==> src/rtl/gf_pkg.sv <==
// GF(2^8) constants and FSM encodings shared by the
// Reed-Solomon t=2 key-equation solver.
package gf_pkg;
  localparam int SYM_W = 8;
  localparam int T = 2;
  localparam int NCOEF = 2 * T;
  localparam logic [8:0] GF_POLY = 9'h11D;
  localparam logic [NCOEF*SYM_W-1:0] POLY_ONE =
    (NCOEF*SYM_W)'(1);

  localparam int B_IDLE = 0;
  localparam int B_IT0 = 1;
  localparam int B_IT1 = 2;
  localparam int B_IT2 = 3;
  localparam int B_IT3 = 4;

  typedef enum logic [4:0] {
    ST_IDLE = 5'b00001,
    ST_IT0  = 5'b00010,
    ST_IT1  = 5'b00100,
    ST_IT2  = 5'b01000,
    ST_IT3  = 5'b10000
  } kes_state_e;
endpackage

==> src/rtl/clk_gate.sv <==
// Latch-based glitch-free clock gate; the enable
// only passes while clk is low.
module clk_gate (
  input  logic clk,
  input  logic ena,
  input  logic rstn,
  output logic gclk
);
  logic ena_l;

  always_latch begin
    if (!rstn)
      ena_l = 1'b0;
    else if (!clk)
      ena_l = ena;
  end

  assign gclk = clk & ena_l;
endmodule

==> src/rtl/gf2m8_mul.sv <==
// Combinational GF(2^8) multiplier: carry-less
// product, then reduction by GF_POLY.
module gf2m8_mul
  import gf_pkg::*;
(
  input  logic [SYM_W-1:0] x,
  input  logic [SYM_W-1:0] y,
  output logic [SYM_W-1:0] z
);
  logic [2*SYM_W-2:0] p;

  always_comb begin
    p = '0;
    for (int i = 0; i < SYM_W; i++)
      if (y[i])
        p = p ^ ((2*SYM_W-1)'(x) << i);
    for (int b = 2*SYM_W-2; b >= SYM_W; b--)
      if (p[b])
        p = p ^ ((2*SYM_W-1)'(GF_POLY) << (b - SYM_W));
    z = p[SYM_W-1:0];
  end
endmodule

==> src/rtl/rs_kes_ibm.sv <==
// Inversionless Berlekamp-Massey key-equation solver,
// t=2, tracking Omega alongside Lambda over 4 steps.
module rs_kes_ibm
  import gf_pkg::*;
(
  input  logic             clk,
  input  logic             rstn,
  input  logic             kes_ena,
  input  logic [SYM_W-1:0] rs_syn0,
  input  logic [SYM_W-1:0] rs_syn1,
  input  logic [SYM_W-1:0] rs_syn2,
  input  logic [SYM_W-1:0] rs_syn3,
  output logic [SYM_W-1:0] rs_lambda0,
  output logic [SYM_W-1:0] rs_lambda1,
  output logic [SYM_W-1:0] rs_lambda2,
  output logic [SYM_W-1:0] rs_omega0,
  output logic [SYM_W-1:0] rs_omega1,
  output logic             kes_done
);
  typedef logic [NCOEF-1:0][SYM_W-1:0] poly_t;

  kes_state_e state, state_nxt;
  logic init, busy, cap, gclk, swap;
  logic [1:0] k;
  logic [2:0] l, l_nxt;
  logic [SYM_W-1:0] gam, delta;
  logic [SYM_W-1:0] dp [10];
  poly_t syn, lam, omg, b, c;
  poly_t lam_nxt, omg_nxt, dsum;
  poly_t gl, db, go, dc;

  always_ff @(posedge clk or negedge rstn) begin
    if (!rstn)
      state <= ST_IDLE;
    else
      state <= state_nxt;
  end

  always_comb begin
    state_nxt = ST_IDLE;
    unique case (1'b1)
      state[B_IDLE]: state_nxt = kes_ena ? ST_IT0 : ST_IDLE;
      state[B_IT0]:  state_nxt = ST_IT1;
      state[B_IT1]:  state_nxt = ST_IT2;
      state[B_IT2]:  state_nxt = ST_IT3;
      state[B_IT3]:  state_nxt = ST_IDLE;
      default:       state_nxt = ST_IDLE;
    endcase
  end

  always_comb begin
    init = 1'b0;
    busy = 1'b0;
    cap = 1'b0;
    k = 2'd0;
    unique case (1'b1)
      state[B_IDLE]: init = kes_ena;
      state[B_IT0]:  begin busy = 1'b1; k = 2'd0; end
      state[B_IT1]:  begin busy = 1'b1; k = 2'd1; end
      state[B_IT2]:  begin busy = 1'b1; k = 2'd2; end
      state[B_IT3]:  begin
        busy = 1'b1;
        k = 2'd3;
        cap = 1'b1;
      end
      default: ;
    endcase
  end

  clk_gate u_cg (
    .clk  (clk),
    .ena  (init | busy),
    .rstn (rstn),
    .gclk (gclk)
  );

  always_ff @(posedge clk or negedge rstn) begin
    if (!rstn)
      syn <= '0;
    else if (init)
      syn <= {rs_syn3, rs_syn2, rs_syn1, rs_syn0};
  end

  // Delta products for every K, packed triangularly.
  for (genvar gk = 0; gk < NCOEF; gk++) begin : g_dk
    for (genvar gi = 0; gi <= gk; gi++) begin : g_di
      gf2m8_mul u_mul (
        .x (lam[gi]),
        .y (syn[gk-gi]),
        .z (dp[gk*(gk+1)/2+gi])
      );
    end
  end

  always_comb begin
    dsum = '0;
    for (int kk = 0; kk < NCOEF; kk++)
      for (int i = 0; i <= kk; i++)
        dsum[kk] = dsum[kk] ^ dp[kk*(kk+1)/2+i];
  end

  assign delta = dsum[k] ^ omg[k];

  for (genvar gi = 0; gi < NCOEF; gi++) begin : g_up
    gf2m8_mul u_gl (.x(gam), .y(lam[gi]), .z(gl[gi]));
    gf2m8_mul u_db (.x(delta), .y(b[gi]), .z(db[gi]));
    gf2m8_mul u_go (.x(gam), .y(omg[gi]), .z(go[gi]));
    gf2m8_mul u_dc (.x(delta), .y(c[gi]), .z(dc[gi]));
    assign lam_nxt[gi] = gl[gi] ^ db[gi];
    assign omg_nxt[gi] = go[gi] ^ dc[gi];
  end

  assign swap = (delta != '0) &&
                ({l, 1'b0} <= {2'b00, k});
  assign l_nxt = {1'b0, k} + 3'd1 - l;

  always_ff @(posedge gclk or negedge rstn) begin
    if (!rstn) begin
      lam <= '0;
      omg <= '0;
      b <= '0;
      c <= '0;
      gam <= '0;
      l <= '0;
    end else if (init) begin
      lam <= POLY_ONE;
      omg <= '0;
      b <= '0;
      c <= POLY_ONE;
      gam <= SYM_W'(1);
      l <= '0;
    end else begin
      lam <= lam_nxt;
      omg <= omg_nxt;
      if (swap) begin
        b <= {lam[NCOEF-2:0], {SYM_W{1'b0}}};
        c <= {omg[NCOEF-2:0], {SYM_W{1'b0}}};
        gam <= delta;
        l <= l_nxt;
      end else begin
        b <= {b[NCOEF-2:0], {SYM_W{1'b0}}};
        c <= {c[NCOEF-2:0], {SYM_W{1'b0}}};
      end
    end
  end

  // Outputs take the final step's results directly.
  always_ff @(posedge clk or negedge rstn) begin
    if (!rstn) begin
      rs_lambda0 <= '0;
      rs_lambda1 <= '0;
      rs_lambda2 <= '0;
      rs_omega0 <= '0;
      rs_omega1 <= '0;
      kes_done <= 1'b0;
    end else begin
      kes_done <= cap;
      if (cap) begin
        rs_lambda0 <= lam_nxt[0];
        rs_lambda1 <= lam_nxt[1];
        rs_lambda2 <= lam_nxt[2];
        rs_omega0 <= omg_nxt[0];
        rs_omega1 <= omg_nxt[1];
      end
    end
  end
endmodule

==> config.mk <==
export PLATFORM = sky130hd
export DESIGN_NAME = rs_kes_ibm
export DESIGN_NICKNAME = d
export VERILOG_FILES = /design/src/rtl/gf_pkg.sv /design/src/rtl/clk_gate.sv /design/src/rtl/gf2m8_mul.sv /design/src/rtl/rs_kes_ibm.sv
export SDC_FILE = /design/constraint.sdc
export NUM_CORES = 2
export LEC_CHECK = 0
export ABC_AREA = 1
export BUFFER_PORTS_ARGS = -buffer_cell sky130_fd_sc_hd__buf_2
export CELL_PAD_IN_SITES_DETAIL_PLACEMENT = 0
export CELL_PAD_IN_SITES_GLOBAL_PLACEMENT = 2
export CORE_ASPECT_RATIO = 0.6
export CORE_MARGIN = 2
export CORE_UTILIZATION = 32
export DETAILED_ROUTE_END_ITERATION = 10
export HOLD_SLACK_MARGIN = 0.08
export PLACE_DENSITY_LB_ADDON = 0.1
export SYNTH_ARGS = -nofsm -noshare
export SYNTH_HDL_FRONTEND = slang
export SYNTH_SLANG_ARGS = --single-unit
export TNS_END_PERCENT = 30
==> constraint.sdc <==
create_clock -name clk -period 3.42 [get_ports clk]
set_input_delay 0.684 -clock clk [delete_from_list [all_inputs] [get_ports clk]]
set_output_delay 0.684 -clock clk [all_outputs]
set_load 0.005 [all_outputs]
==> results_dict.tcl <==
set metrics [dict create \
    syn_nets 7096 \
    outcome "finished, violations left" \
    slowest_stage "dfrtp_1" \
    ant_nets 0 \
    drt_iter0_drc 4464 \
    placed_cells 9283 \
    syn-cell-area_sq_um 39800 \
    die_w_microns 460 \
    routabilityCongestion 0.937 \
    via_count 47000 \
    row_count 100 \
    synth.distinct_cells 53 \
    clk_latency_ns 0.85 \
    crit_type "reg -> reg" \
    fin_crit_sh_pct 134 \
    initial_core_util_pct 32.2 \
    port_buffers 75 \
    final_core_util_pct 45.7 \
    dr.pass1.iters 6 \
    final_common_cell "nand2_1" \
    ys_ff_latch 203 \
    crit_required_ns 4.00 \
    final-instance-count-excl-fill 9642 \
    max_cap_violations 0 \
    slew_viol_final 0 \
    crit_arrival_ns 5.17 \
    whs_ns 0.155 \
    violations "negative setup slack" \
    finClkSkew_ns 0.166 \
    dieArea_sq_um 127000 \
    syn_area_per_cell_sq_um 5.65 \
    die_h_microns 277 \
    critPathMaxFanout 11 \
    finalNetCount 8028 \
    final_cell_mix "2,771 x nand2_1, 836 x buf_4, 691 x inv_1, 635 x xnor2_1, 525 x xor2_1" \
    drc 0 \
    grt_max_degree 111 \
    hold_path.class "in -> reg" \
    core_area_sq_um 124000 \
    dp_hpwl_mm 141 \
    setup.worst_path.start_class "flop" \
    synth_warnings 0 \
    rsz0062_at_grt "true" \
    netlist_instances 7057 \
    overflow 0 \
    grt_antenna_before_repair 8 \
    grt_pass1_wl_mm 277 \
    fin_ws_ns -1.17 \
    max_clock_freq_ghz 0.218 \
    drt-vias-per-instance 4.87 \
    setup_violations 147 \
    clk_pin_slew_ns 0.10 \
    crit_path_end_kind "flop" \
    post-route-min-period_ns 4.59 \
    cts_tree "done" \
    synth_ff_type "dfrtp_1" \
    postRouteWirelength_mm 189 \
    ioPinCount 76 \
    async_reset_ff_share_pct 99.5 \
    cp_slowest_stage_delay_ns 0.38 \
    synth_edf_count 0 \
    grt_pass1_vias 43000 \
    slew-limit-headroom_pct 20.6 \
    area_growth_pct 42.0 \
    tightest_slew_ns 1.19 \
    antenna_cells 0 \
    final_layout_size_suffix_gt1_share_pct 27.8 \
    grt.total_usage_pct 28.7 \
    wl_per_cell_microns 19.6 \
    hold_viol 0 \
]
## per-stage QoR
step | cell area (sq um) | TNS [ns] | setup WS, ns
2_1_floorplan | 40300 | -2.93 | -0.104
4_1_cts | 53500 | -114.71 | -1.06
3_5_place_dp | 48800 | -182.13 | -1.57
6_report | 56600 | -122.92 | -1.17
5_1_grt | 56600 | -162.64 | -1.37
3_3_place_gp | 48800 | -178.74 | -1.55
## critical path, delay by kind of cell, from the launching register on
family	cells	cell delay, ns
buffers and inverters	7	1.20
XOR/XNOR	3	0.67
AND/OR/NAND/NOR	21	1.98
AO/OA/AOI/OAI	1	0.05
flip-flops	1	0.38
## registers in the layout, indices dropped and copies added, names as in the netlist
signal	flops
lam	32
omg	32
syn	32
c	25
b	24
gam	8
rs_lambda0	8
rs_lambda1	8
rs_lambda2	8
rs_omega0	8
rs_omega1	8
state	5
l	3
kes_done	1
u_cg.ena_l	1
## layer usage
layer	vias up	share of wire, %	track usage, %
li1	23200	-	-
met1	22100	53	47.9
met2	1537	37	36.9
met3	148	8.6	5.24
met4	0	1.3	4.34
met5	-	0	0
## area by class of cell
cell class	instances	area [sq um]
fillers	13100	67200
multi-input cells	5838	34600
repair buffers	1137	10700
flip-flops and latches	203	5090
inverters	649	2460
well taps	1632	2040
clock buffers	38	908
clock inverters	145	744
## synth_stat cells, types with 6 or more instances
library cell / n / area, sq um
a21oi_1: 32 / 160
a22oi_1: 8 / 60.1
buf_1: 57 / 214
buf_2: 127 / 636
buf_4: 62 / 465
buf_6: 21 / 236
clkbuf_1: 97 / 364
dfrtp_1: 201 / 5030
inv_1: 606 / 2270
inv_2: 39 / 146
nand2_1: 3234 / 12100
nand2_2: 39 / 244
nand2_4: 8 / 90.1
nand3_1: 616 / 3080
nand3b_1: 66 / 495
nand4_1: 28 / 175
nor2_1: 328 / 1230
nor2_2: 8 / 50.1
nor2_4: 6 / 67.6
o211ai_1: 6 / 45.0
o21ai_0: 76 / 380
o21ai_1: 34 / 170
o22ai_1: 26 / 163
or2_1: 11 / 68.8
or2_2: 8 / 50.1
xnor2_1: 667 / 5840
xnor2_2: 13 / 211
xor2_1: 576 / 5040
xor2_2: 9 / 146
## kinds of logic (layout without fill, tap and decap cells)
kind of cell	after synthesis	after routing	synth area share (%)
simple gates	4363	4365	44.7
fa+ha+maj	4	4	0.126
xor+xnor	1272	1272	28.7
latches	1	1	0.0377
buf+inv	1018	1969	11.0
flops	202	202	12.7
compound gates	197	197	2.76
## what timing repair did
item,in CTS,in global routing
resized for setup,496,611
pin swaps,143,249
cloned,14,9
setup buffers,89,68
hold buffers,3,0
endpoints found under the setup margin,147,172
endpoints found under the hold margin,1,0
## path summary, 6_finish.rpt
| check | cells after the start | slack, ns | start | endpoint |
|---|---|---|---|---|
| hold / removal | 3 | 0.16 | rs_syn1[5] | syn[13] |
| min in group asynchronous | 4 | 1.09 | rstn | c[17] |
| max in group gated | 0 | 0.53 | u_cg.ena_l | clock gate |
| min in group gated | 5 | 0.56 | rstn | clock gate |
| setup / recovery | 32 | -1.17 | lam[2] | rs_lambda1[1] |
| max in group asynchronous | 6 | 0.02 | rstn | rs_omega0[2] |
| setup reg to reg | 32 | -1.17 | lam[2] | rs_lambda1[1] |
| hold reg to reg | 0 | 0.40 | state[1] | state[2] |
Power is left out: the tool's default activity adds up to more than one toggle a clock period on the data nets, which glitch-free logic cannot reach.
